## config.mk

```make
export PLATFORM = sky130hd
export DESIGN_NAME = mbist_march_ctrl
export DESIGN_NICKNAME = d
export VERILOG_FILES = /design/src/rtl/mbist_pkg.sv /design/src/rtl/mbist_fail_log.sv /design/src/rtl/mbist_march_ctrl.sv
export SDC_FILE = /design/constraint.sdc
export NUM_CORES = 1
export LEC_CHECK = 0
export BUFFER_PORTS_ARGS = -buffer_cell sky130_fd_sc_hd__buf_2
export CORE_MARGIN = 5
export CORE_UTILIZATION = 55
export CTS_CLUSTER_DIAMETER = 30
export DETAILED_ROUTE_END_ITERATION = 10
export GPL_TIMING_DRIVEN = 0
export PLACE_DENSITY = 0.8
export SYNTH_ARGS = -nofsm -noshare
export SYNTH_HDL_FRONTEND = slang
export SYNTH_SLANG_ARGS = --single-unit
```

## constraint.sdc

```tcl
create_clock -name i_clk -period 4.4 [get_ports i_clk]
set_input_delay 0.44 -clock i_clk [delete_from_list [all_inputs] [get_ports i_clk]]
set_output_delay 0.44 -clock i_clk [all_outputs]
set_load 0.02 [all_outputs]
```

## src/rtl/mbist_pkg.sv

```systemverilog
// Shared types and March element tables for the MBIST march controller.
package mbist_pkg;

  typedef enum logic [2:0] {
    S_IDLE,
    S_WR,
    S_RD,
    S_CMP,
    S_NEXT_EL,
    S_DONE
  } state_t;

  // One March element. Values are 0 = background, 1 = inverted background.
  typedef struct packed {
    logic dir_down;
    logic has_read;
    logic read_val;
    logic has_write;
    logic write_val;
  } el_t;

  localparam logic ALGO_MATSP  = 1'b0;
  localparam logic ALGO_MARCHC = 1'b1;

  localparam int MATSP_N_EL  = 3;
  localparam int MARCHC_N_EL = 6;

  // Field order: dir_down, has_read, read_val, has_write, write_val
  localparam el_t EL_W0      = '{1'b0, 1'b0, 1'b0, 1'b1, 1'b0};
  localparam el_t EL_UP_R0W1 = '{1'b0, 1'b1, 1'b0, 1'b1, 1'b1};
  localparam el_t EL_UP_R1W0 = '{1'b0, 1'b1, 1'b1, 1'b1, 1'b0};
  localparam el_t EL_DN_R0W1 = '{1'b1, 1'b1, 1'b0, 1'b1, 1'b1};
  localparam el_t EL_DN_R1W0 = '{1'b1, 1'b1, 1'b1, 1'b1, 1'b0};
  localparam el_t EL_UP_R0   = '{1'b0, 1'b1, 1'b0, 1'b0, 1'b0};

  // Write-only elements are swept ascending.
  localparam el_t [0:MATSP_N_EL-1] MATSP_TBL = {
    EL_W0, EL_UP_R0W1, EL_DN_R1W0
  };

  localparam el_t [0:MARCHC_N_EL-1] MARCHC_TBL = {
    EL_W0, EL_UP_R0W1, EL_UP_R1W0, EL_DN_R0W1, EL_DN_R1W0, EL_UP_R0
  };

  function automatic el_t get_el(input logic algo, input logic [2:0] idx);
    el_t e;
    e = '0;
    if (algo == ALGO_MARCHC) begin
      if (idx < 3'(MARCHC_N_EL)) e = MARCHC_TBL[idx];
    end else begin
      if (idx < 3'(MATSP_N_EL)) e = MATSP_TBL[idx[1:0]];
    end
    return e;
  endfunction

  function automatic logic [2:0] last_el(input logic algo);
    return (algo == ALGO_MARCHC) ? 3'(MARCHC_N_EL - 1) : 3'(MATSP_N_EL - 1);
  endfunction

endpackage

```

## src/rtl/mbist_fail_log.sv

```systemverilog
// Read-data comparator with first-fail capture and saturating miscompare count.
module mbist_fail_log #(
  parameter int ADDR_W = 3,
  parameter int DATA_W = 8,
  parameter int FCNT_W = 8
) (
  input  logic              i_clk,
  input  logic              i_rst,
  input  logic              i_clear,
  input  logic              i_cmp_en,
  input  logic [ADDR_W-1:0] i_addr,
  input  logic [DATA_W-1:0] i_exp,
  input  logic [DATA_W-1:0] i_dout,
  output logic              o_fail,
  output logic [ADDR_W-1:0] o_fail_addr,
  output logic [DATA_W-1:0] o_fail_data,
  output logic [FCNT_W-1:0] o_fail_cnt
);

  logic [DATA_W-1:0] w_syn;
  logic              w_miss;

  assign w_syn  = i_dout ^ i_exp;
  assign w_miss = i_cmp_en && (w_syn != '0);

  // Only the first miscompare of a run is captured; every one is counted.
  always_ff @(posedge i_clk or posedge i_rst) begin
    if (i_rst) begin
      o_fail      <= 1'b0;
      o_fail_addr <= '0;
      o_fail_data <= '0;
      o_fail_cnt  <= '0;
    end else if (i_clear) begin
      o_fail      <= 1'b0;
      o_fail_addr <= '0;
      o_fail_data <= '0;
      o_fail_cnt  <= '0;
    end else if (w_miss) begin
      o_fail <= 1'b1;
      if (!o_fail) begin
        o_fail_addr <= i_addr;
        o_fail_data <= w_syn;
      end
      if (o_fail_cnt != '1) o_fail_cnt <= o_fail_cnt + FCNT_W'(1);
    end
  end

endmodule

```

## src/rtl/mbist_march_ctrl.sv

```systemverilog
// March-algorithm MBIST controller (MATS+ / March C-) for a single-port memory.
// Optional build macro MBIST_CHECKERBOARD_EN: rerun the algorithm with a 0x55.. background.
//
// state     | meaning
// S_IDLE    | waiting for start
// S_WR      | write-only element, one address per cycle
// S_RD      | read issue for a read element
// S_CMP     | compare returned data; write new value for r,w elements
// S_NEXT_EL | element hand-over, resolved in the same cycle, never registered
// S_DONE    | run complete, results held until the next start
module mbist_march_ctrl
  import mbist_pkg::*;
#(
  parameter int ADDR_W = 3,
  parameter int DATA_W = 8,
  parameter int FCNT_W = 8
) (
  input  logic              i_clk,
  input  logic              i_rst,
  input  logic              i_start,
  input  logic              i_algo_sel,
  output logic              o_busy,
  output logic              o_done,
  output logic              o_fail,
  output logic [ADDR_W-1:0] o_fail_addr,
  output logic [DATA_W-1:0] o_fail_data,
  output logic [FCNT_W-1:0] o_fail_cnt,
  output logic              o_read,
  output logic              o_write,
  output logic [ADDR_W-1:0] o_mem_addr,
  output logic [DATA_W-1:0] o_mem_din,
  input  logic [DATA_W-1:0] i_mem_dout
);

  state_t            r_state, w_state_nxt;
  logic              r_algo, w_algo_nxt;
  logic [2:0]        r_el, w_el_nxt;
  logic [ADDR_W-1:0] r_mem_addr, w_addr_nxt, w_addr_step;
  logic              r_read, r_write, w_read_nxt, w_write_nxt;
  logic [DATA_W-1:0] r_mem_din, w_din_nxt;
  logic [DATA_W-1:0] w_bg_cur, w_bg_nxt, w_exp;
  el_t               w_el, w_nel;
  logic              w_last_addr, w_el_end, w_clear, w_cmp_en, w_unused;

`ifdef MBIST_CHECKERBOARD_EN
  logic r_pass, w_pass_nxt;

  function automatic logic [DATA_W-1:0] bg_word(input logic pass);
    logic [DATA_W-1:0] w;
    for (int i = 0; i < DATA_W; i++) w[i] = pass & ~i[0];
    return w;
  endfunction

  assign w_bg_cur = bg_word(r_pass);

  // Background pass select: 0 = solid, 1 = checkerboard.
  always_ff @(posedge i_clk or posedge i_rst) begin
    if (i_rst) r_pass <= 1'b0;
    else       r_pass <= w_pass_nxt;
  end
`else
  assign w_bg_cur = '0;
`endif

  assign w_el        = get_el(r_algo, r_el);
  assign w_last_addr = w_el.dir_down ? (r_mem_addr == '0) : (r_mem_addr == '1);
  assign w_addr_step = w_el.dir_down ? (r_mem_addr - ADDR_W'(1)) : (r_mem_addr + ADDR_W'(1));
  assign w_cmp_en    = (r_state == S_CMP);
  assign w_exp       = w_el.read_val ? ~w_bg_cur : w_bg_cur;
  assign w_unused    = ^{w_el.has_read, w_el.has_write, w_el.write_val, w_nel.read_val};

  // Next state, sweep position and the memory op that goes out next cycle.
  always_comb begin
    w_state_nxt = r_state;
    w_algo_nxt  = r_algo;
    w_el_nxt    = r_el;
    w_addr_nxt  = r_mem_addr;
    w_clear     = 1'b0;
    w_el_end    = 1'b0;
    w_nel       = '0;
    w_bg_nxt    = '0;
    w_read_nxt  = 1'b0;
    w_write_nxt = 1'b0;
    w_din_nxt   = '0;
`ifdef MBIST_CHECKERBOARD_EN
    w_pass_nxt  = r_pass;
`endif

    case (r_state)
      S_IDLE, S_DONE: begin
        if (i_start) begin
          w_clear     = 1'b1;
          w_algo_nxt  = i_algo_sel;
          w_el_nxt    = '0;
          w_state_nxt = S_NEXT_EL;
`ifdef MBIST_CHECKERBOARD_EN
          w_pass_nxt  = 1'b0;
`endif
        end
      end
      S_WR: begin
        if (w_last_addr) w_el_end = 1'b1;
        else             w_addr_nxt = w_addr_step;
      end
      S_RD: w_state_nxt = S_CMP;
      S_CMP: begin
        if (w_last_addr) begin
          w_el_end = 1'b1;
        end else begin
          w_addr_nxt  = w_addr_step;
          w_state_nxt = S_RD;
        end
      end
      default: w_state_nxt = S_IDLE;
    endcase

    if (w_el_end) begin
      if (r_el != last_el(r_algo)) begin
        w_el_nxt    = r_el + 3'd1;
        w_state_nxt = S_NEXT_EL;
      end
`ifdef MBIST_CHECKERBOARD_EN
      else if (!r_pass) begin
        w_pass_nxt  = 1'b1;
        w_el_nxt    = '0;
        w_state_nxt = S_NEXT_EL;
      end
`endif
      else begin
        w_state_nxt = S_DONE;
      end
    end

    // Element hand-over costs no cycle: jump straight to its first op.
    w_nel = get_el(w_algo_nxt, w_el_nxt);
    if (w_state_nxt == S_NEXT_EL) begin
      w_state_nxt = w_nel.has_read ? S_RD : S_WR;
      w_addr_nxt  = w_nel.dir_down ? '1 : '0;
    end

`ifdef MBIST_CHECKERBOARD_EN
    w_bg_nxt = bg_word(w_pass_nxt);
`endif

    w_read_nxt = (w_state_nxt == S_RD);
    if ((w_state_nxt == S_WR) || ((w_state_nxt == S_CMP) && w_nel.has_write)) begin
      w_write_nxt = 1'b1;
      w_din_nxt   = w_nel.write_val ? ~w_bg_nxt : w_bg_nxt;
    end
  end

  // State, sweep and registered memory-side outputs.
  always_ff @(posedge i_clk or posedge i_rst) begin
    if (i_rst) begin
      r_state    <= S_IDLE;
      r_algo     <= 1'b0;
      r_el       <= '0;
      r_mem_addr <= '0;
      r_read     <= 1'b0;
      r_write    <= 1'b0;
      r_mem_din  <= '0;
    end else begin
      r_state    <= w_state_nxt;
      r_algo     <= w_algo_nxt;
      r_el       <= w_el_nxt;
      r_mem_addr <= w_addr_nxt;
      r_read     <= w_read_nxt;
      r_write    <= w_write_nxt;
      r_mem_din  <= w_din_nxt;
    end
  end

  mbist_fail_log #(
    .ADDR_W (ADDR_W),
    .DATA_W (DATA_W),
    .FCNT_W (FCNT_W)
  ) u_fail_log (
    .i_clk       (i_clk),
    .i_rst       (i_rst),
    .i_clear     (w_clear),
    .i_cmp_en    (w_cmp_en),
    .i_addr      (r_mem_addr),
    .i_exp       (w_exp),
    .i_dout      (i_mem_dout),
    .o_fail      (o_fail),
    .o_fail_addr (o_fail_addr),
    .o_fail_data (o_fail_data),
    .o_fail_cnt  (o_fail_cnt)
  );

  assign o_busy     = (r_state == S_WR) || (r_state == S_RD) || (r_state == S_CMP);
  assign o_done     = (r_state == S_DONE);
  assign o_read     = r_read;
  assign o_write    = r_write;
  assign o_mem_addr = r_mem_addr;
  assign o_mem_din  = r_mem_din;

endmodule
```

# ---- Word level (Yosys, flattened, before mapping)
# Memory sizes are Yosys's and may differ from the RTL's.
# Cells that the tools add are included.
dict set report op_classes {
  add_sub_neg 4
  magnitude_cmp 8
  eq_ne 13
  n_mux 55
  bitwise_logic 5
  reduce_logical 16
}
# cell count
set op_table {}
lappend op_table {{8-bit two-way mux} 9}
lappend op_table {{5-bit two-way mux} 14}
lappend op_table {{3-bit two-way mux} 17}
lappend op_table {{5-bit binary-select mux with 2-bit select} 2}
lappend op_table {{3-bit by 2-bit == test with 1-bit output (second input constant)} 4}
lappend op_table {{3-bit case mux with 4 select lines} 1}
lappend op_table {{1-bit two-way mux} 11}
lappend op_table {{3-bit == test (second input constant)} 3}
lappend op_table {{8-bit by 1-bit adder with 8-bit output (second input constant)} 1}
lappend op_table {{4-bit greater-or-equal comparator (second input constant)} 2}
lappend op_table {{8-bit != test (second input constant)} 1}
lappend op_table {{3-bit NOT with 4-bit output} 2}
lappend op_table {{8-bit nonzero test} 1}
lappend op_table {{8-bit XOR} 1}
lappend op_table {{3-bit by 1-bit adder with 3-bit output (second input constant)} 2}
lappend op_table {{3-bit by 1-bit == test with 1-bit output (second input constant)} 2}
lappend op_table {{3-bit greater-or-equal comparator (second input constant)} 2}
lappend op_table {{3-bit zero test} 2}
lappend op_table {{3-bit by 2-bit < comparator with 1-bit output (second input constant)} 2}
lappend op_table {{3-bit < comparator (second input constant)} 2}
lappend op_table {{2-bit NOT with 3-bit output} 2}
lappend op_table {{2-bit AND reduction} 3}
lappend op_table {{2-bit nonzero test} 3}
lappend op_table {{2-bit by 1-bit != test with 1-bit output (second input constant)} 2}
lappend op_table {{6 further kinds} 10}
dict set report word_totals {
  reg_bits 40
  rom_bits 80
  out_inout_bits 35
  elab_cells 114
  n_memories 2
}
# name depth word_bits rd rd_clocked_by_memory_dff write_ports line_no
set memory_table {}
lappend memory_table {{(no name shown)} 8 5 1 0 0 mbist_pkg.sv:49} ;# if (idx < 3'(MARCHC_N_EL)) e = MARCHC_TBL[idx];
lappend memory_table {{(no name shown)} 8 5 1 0 0 mbist_pkg.sv:49}

# ---- Depth between registers and ports, before layout
dict set report depth {
  word_depth 22
  depth_mapped 13
}

# ---- Cells and area by module
# A second synthesis with hierarchy kept.
dict set report unflattened {
  cells_unflattened 234
  area_unflattened_um2 2184.6
}
# module n_inst cells_per_inst area_each_um2 seq_area_each_um2
set modules_own_cells {}
lappend modules_own_cells {mbist_march_ctrl 1 135 1166.1 325.3}
lappend modules_own_cells {mbist_fail_log 1 99 1018.5 500.5}

# ---- Worst setup path before layout
# Ideal clock, no wire load.
dict set report synth_path {
  kind {flip-flop to flip-flop}
  from {register r_el[0]}
  to {register r_mem_din[6], in the netlist o_mem_din[6]}
  t_arrival_ns 3.087
  t_required_ns 4.304
  setup_slack_ns 1.217
  stages_incl_launch_ff 13
  n_path_buf 0
  synth_period_minus_slack_ns 3.183
  cell_sequence {dfrtp_1 inv_1 ha_1 or3b_1 a21oi_2 o2111a_2 nor3_1 or2_2 ha_1 nand4b_1 a21oi_1 o41a_1 nor4_2}
}
dict set report synth_between {
  elab_chain_len 22
}
# item line_no
set synth_lines {}
lappend synth_lines {{start: declaration} mbist_march_ctrl.sv:37} ;# logic [2:0] r_el, w_el_nxt;
lappend synth_lines {{start signal: assignment} mbist_march_ctrl.sv:165} ;# r_el <= w_el_nxt;
lappend synth_lines {{3-bit NOT with 4-bit output (not written as such) / 2-bit NOT with 3-bit output (equally long branches)} {mbist_pkg.sv:49, mbist_pkg.sv:51}}
lappend synth_lines {{memory read 8 x 5 bit / 5-bit binary-select mux with 2-bit select (equally long branches)} n/a}
lappend synth_lines {{5-bit two-way mux, on equally long branches (3 in a row)} {mbist_pkg.sv:49, mbist_pkg.sv:51}}
lappend synth_lines {{5-bit two-way mux} mbist_pkg.sv:48} ;# if (algo == ALGO_MARCHC) begin
lappend synth_lines {{1-bit two-way mux} mbist_march_ctrl.sv:66} ;# assign w_last_addr = w_el.dir_down ? (r_mem_addr == '0) : (r_mem_addr == '1);
lappend synth_lines {{1-bit two-way mux} {mbist_march_ctrl.sv:102, mbist_march_ctrl.sv:107}}
lappend synth_lines {{1-bit two-way mux} n/a}
lappend synth_lines {{3-bit two-way mux (*)} mbist_march_ctrl.sv:117} ;# if (w_el_end) begin
lappend synth_lines {{via w_el_nxt[1]} mbist_march_ctrl.sv:37}
lappend synth_lines {{[2 not listed]} n/a}
lappend synth_lines {{5-bit two-way mux, on equally long branches (3 in a row)} {mbist_pkg.sv:49, mbist_pkg.sv:51}}
lappend synth_lines {{5-bit two-way mux (*)} mbist_pkg.sv:48}
lappend synth_lines {{2-bit two-way mux} mbist_march_ctrl.sv:137} ;# w_state_nxt = w_nel.has_read ? S_RD : S_WR;
lappend synth_lines {{3-bit two-way mux} mbist_march_ctrl.sv:136} ;# if (w_state_nxt == S_NEXT_EL) begin
lappend synth_lines {{3-bit by 2-bit == test with 1-bit output} mbist_march_ctrl.sv:146} ;# if ((w_state_nxt == S_WR) || ((w_state_nxt == S_CMP) && w_nel.has_write)) begin
lappend synth_lines {{1-bit logical AND} mbist_march_ctrl.sv:146}
lappend synth_lines {{1-bit logical OR} mbist_march_ctrl.sv:146}
lappend synth_lines {{8-bit two-way mux (*)} mbist_march_ctrl.sv:146}
lappend synth_lines {{end signal: assignment} mbist_march_ctrl.sv:169} ;# r_mem_din <= w_din_nxt;
lappend synth_lines {{end: declaration} mbist_march_ctrl.sv:40} ;# logic [DATA_W-1:0] r_mem_din, w_din_nxt;
# The timed path passes the listed nets; every way through them passes the cells marked *. The select of a mux whose other input is x is not followed.
# A chain may end at the register's enable or synchronous reset.

# ---- Worst setup path in the final report
# Ends and elaborated chain as after synthesis.

==> results_tabular.tex <==
\begin{tabular}{lr}
\hline
Metric & Value \\
\hline
\multicolumn{2}{l}{\textbf{Route}} \\
WL final & 5550 um \\
Vias & 2103 \\
Number of vias per cell after detailed routing & 5.81 \\
Wire length per cell after detailed routing & 15.3 um \\
Initial DRC count & 127 \\
Antenna-violating nets left & 0 \\
DRT Pass-1 Iters & 4 \\
DRC violations left & 0 \\
\multicolumn{2}{l}{\textbf{Power and ir drop}} \\
Total Power Consumption & 1.80 mW \\
Max IR drop VDD & 380 uV \\
Leakage dissipation & 1.33 nW \\
Power per cell area & 657 nW/um2 \\
\multicolumn{2}{l}{\textbf{Floorplan}} \\
Die Span Y & 74.6 um \\
Die Footprint & 5570 um2 \\
Width of the die & 74.6 um \\
Starting density of the core & 57.0\% \\
Number of placement rows & 23 \\
Top-level port count & 47 \\
Area inside the core boundary & 4030 um2 \\
\multicolumn{2}{l}{\textbf{Setup path}} \\
Worst flop-to-flop path endpoint & o\_mem\_din[6]\$\_DFF\_PP0\_ \\
Cell type with the highest occurrence count on the critical path & sky130\_fd\_sc\_hd\_\_ha\_1 \\
Worst R2R Setup Slack & 0.84 ns \\
CP max stage cell & sky130\_fd\_sc\_hd\_\_dfrtp\_1 \\
Worst setup path category & reg2reg \\
Worst-path maximum fanout & 9 \\
Worst path cell trace & inv\_1, ha\_1, nor4b\_1, a31oi\_1, and4\_1, nor3\_1, or2\_2, ha\_1, nand4b\_1, a21oi\_1, o41a\_1, nor4\_2 \\
Crit path launch & r\_el[0]\$\_DFF\_PP0\_ \\
Worst Reg2Reg Path Length in Cells & 12 \\
Endpoint type of the worst setup path & register \\
Worst reg2reg path startpoint & r\_el[0]\$\_DFF\_PP0\_ \\
Startpoint Class & register \\
Worst endpoint required time & 4.59 ns \\
Critical Path Max Stage Delay & 0.51 ns \\
End of the critical path & o\_mem\_din[6]\$\_DFF\_PP0\_ \\
Arrival time of the worst setup path & 3.75 ns \\
\multicolumn{2}{l}{\textbf{Synthesis}} \\
Distinct cell type count of the synthesized netlist & 60 \\
Net count of the mapped netlist & 278 \\
Commonest cells post-synth & 44 x sky130\_fd\_sc\_hd\_\_nand2\_1, 33 x sky130\_fd\_sc\_hd\_\_dfrtp\_1, 18 x sky130\_fd\_sc\_hd\_\_o21ai\_0, 14 x sky130\_fd\_sc\_hd\_\_nor2\_1, 12 x sky130\_fd\_sc\_hd\_\_xnor2\_1 \\
Library cell with the highest instance count after synthesis & sky130\_fd\_sc\_hd\_\_nand2\_1 \\
Arithmetic-cell share of the synthesized area counting full adders, half adders and majority gates & 5.23\% \\
Area share of xor/xnor cells in the synthesized design & 5.34\% \\
Synthesized-area fraction occupied by ao, oa, aoi and oai cells & 17.5\% \\
Post-synthesis share of cell area spent on and, or, nand and nor gates & 25.8\% \\
Combined area of all synthesized cells & 2300 um2 \\
Cell type with the highest aggregate area in the netlist & sky130\_fd\_sc\_hd\_\_dfrtp\_1 \\
Seq cells post-synth & 33 \\
Sequential share of the synthesized area & 35.9\% \\
EDFF count, synth & 0 \\
Post-Synthesis Mean Instance Area & 8.94 um2 \\
Yosys warning total & 0 \\
Biggest area contributors in the synthesized netlist & sky130\_fd\_sc\_hd\_\_dfrtp\_1 36\%, sky130\_fd\_sc\_hd\_\_nand2\_1 7.2\%, sky130\_fd\_sc\_hd\_\_xnor2\_1 4.6\%, sky130\_fd\_sc\_hd\_\_ha\_1 4.4\%, sky130\_fd\_sc\_hd\_\_mux2i\_1 4.4\% \\
Largest family of logic cells by synthesized area & simple AND/OR/NAND/NOR gates \\
Area fraction of the dominant cell type after synthesis & 35.9\% \\
Synth Instances & 257 \\
Most used flip-flop cell after synthesis & sky130\_fd\_sc\_hd\_\_dfrtp\_1 \\
Post-synthesis async set-or-reset flop share & 100\% \\
Share of synthesized area spent on multiplexers & 4.36\% \\
\multicolumn{2}{l}{\textbf{Clock network}} \\
Clock slew at reported path FFs & 0.07 ns \\
Maximum buffer depth of the clock tree & 2 \\
Post-CTS Resized & 0 \\
Root buf cell & sky130\_fd\_sc\_hd\_\_clkbuf\_8 \\
Post-CTS setup buffer count & 0 \\
H-tree level count & 2 \\
Clock tree from TritonCTS & done \\
Worst-skew pair later-pin latency & 0.29 ns \\
Number of clock buffers inserted by TritonCTS & 5 \\
Clock sink total & 33 \\
Hold buffer count at CTS & 0 \\
\multicolumn{2}{l}{\textbf{STA}} \\
Final Hold Violating Endpoints & 0 \\
Maximum operating frequency & 281 MHz \\
Tmin final & 3.56 ns \\
Setup Viol. Count Final & 0 \\
Setup repair after global routing missed its margin & false \\
Setup TNS & 0 ns \\
Share of the clock period used by the worst path & 80.9\% \\
Max Clock Skew & 0.00963 ns \\
Minimum setup slack in the final design & 0.839 ns \\
Tightest hold margin & 0.163 ns \\
Number of slew-limit violations in the final report & 0 \\
Worst-margin pin slew & 0.783 ns \\
Slew headroom & 47.6\% \\
\multicolumn{2}{l}{\textbf{GRT}} \\
Pin count of the biggest net entering global routing & 34 \\
Wire length of the first global-routing pass & 8930 um \\
Total GRT Usage & 20.6\% \\
Initial antenna violation count & 0 \\
Number of global-route vias before repair & 1965 \\
Final global-route overflow total & 0 \\
\multicolumn{2}{l}{\textbf{Placement}} \\
Port bufs & 46 \\
Routability Congestion & 0.928 \\
Post-placement setup slack & 0.897 ns \\
Area after DPL & 2590 um2 \\
Detailed placer's ending HPWL & 4100 um \\
\multicolumn{2}{l}{\textbf{Finish}} \\
Post-route cell area & 2730 um2 \\
Antenna diode count & 0 \\
Synth-to-layout area growth & 19.0\% \\
Count of nets after finishing & 332 \\
Fraction of layout cells with a size suffix above 1 & 24.7\% \\
\multicolumn{2}{l}{\textbf{Outcome}} \\
Outcome & finished, final reports clean \\
\multicolumn{2}{l}{\textbf{Min path}} \\
Class of the most critical hold timing path & in2async \\
\multicolumn{2}{l}{\textbf{Flow run}} \\
Max Cap Violations & 0 \\
\hline
\end{tabular}
[placed cells by master, fill, tap and decap left out, types with 4 or more instances in the layout]
cell                       Yosys  routed
sky130_fd_sc_hd__o21ai_0      18      18
sky130_fd_sc_hd__buf_2         2      48
sky130_fd_sc_hd__mux2i_1      10      10
sky130_fd_sc_hd__nand3_1       4       4
sky130_fd_sc_hd__nand4_1       9       9
sky130_fd_sc_hd__nor2_1       14      14
sky130_fd_sc_hd__clkbuf_8      0       6
sky130_fd_sc_hd__inv_1        10       9
sky130_fd_sc_hd__buf_4         7       7
sky130_fd_sc_hd__xnor2_1      12      12
sky130_fd_sc_hd__nand2_1      44      44
sky130_fd_sc_hd__nor3_1        4       4
sky130_fd_sc_hd__dfrtp_1      33      33
sky130_fd_sc_hd__clkbuf_1      5       6
sky130_fd_sc_hd__a21oi_1       9       9
sky130_fd_sc_hd__and3_1        4       4
sky130_fd_sc_hd__ha_1          8       8
[routing by layer]
| metal | share of wire [%] | GRT usage (%) |
|---|---|---|
| met1 | 45 | 27.2 |
| met2 | 48 | 34.1 |
| met3 | 5.5 | 4.27 |
| met4 | 1.5 | 6.72 |
| met5 | 0 | 0 |
[worst max-delay path, delay by kind of cell, from the launching register on]
kind                     cells  cell delay [ns]
buffers and inverters        1             0.17
flip-flops                   1             0.51
AO/OA/AOI/OAI                3             0.84
AND/OR/NAND/NOR              6             1.38
adder cells (fa/ha/maj)      2             0.55
[sequential cells by signal, summed over array words and instances (netlist names), 3 cells and up]
name                    count
o_mem_addr                  3
r_el                        3
r_state                     3
u_fail_log.o_fail_addr      3
u_fail_log.o_fail_cnt       8
u_fail_log.o_fail_data      8
[how the worst min path moves through the flow]
| stage | to | slack [ns] | cells past startpoint |
|---|---|---|---|
| 5_1_grt | u_fail_log.o_fail_cnt[3]$_DFFE_PP0P_ | 0.18 | 2 |
| 3_3_place_gp | u_fail_log.o_fail_cnt[5]$_DFFE_PP0P_ | 0.48 | 1 |
| 6_report | u_fail_log.o_fail_cnt[3]$_DFFE_PP0P_ | 0.16 | 2 |
| 4_1_cts | u_fail_log.o_fail_data[4]$_DFFE_PP0P_ | 0.49 | 4 |
| 2_1_floorplan | o_mem_addr[0]$_DFFE_PP0P_ | 0.57 | 1 |
| 3_5_place_dp | u_fail_log.o_fail_cnt[5]$_DFFE_PP0P_ | 0.50 | 1 |
[per-stage QoR]
stage,utilization [%],instances
after CTS,67.2,361
after detailed placement,64.3,353
after floorplan,-,257
after global routing,67.9,362
final,67.9,362
after global placement,64.3,353
[kinds of logic after synthesis]
| group | Yosys count |
|---|---|
| xor+xnor | 14 |
| flops | 33 |
| compound gates | 56 |
| buf+inv | 26 |
| mux | 10 |
| simple gates | 109 |
| fa+ha+maj | 9 |
[report_power, final]
group          total [mW]  internal, mW  switching (mW)
Sequential          0.515         0.403           0.111
Clock               0.296         0.185           0.112
Combinational       0.985         0.382           0.603
Total                1.80         0.971           0.826
[cell type report]
type	count	area, um2
Timing Repair Buffer	47	258
Buffer	15	92.6
Inverter	11	41.3
Fill cell	326	1290
Multi-Input combinational cell	198	1340
Tap cell	50	62.6
Clock inverter	1	30.0
Clock buffer	7	86.3
Sequential cell	33	826
Note: power is estimated with default switching activity, not from simulation.
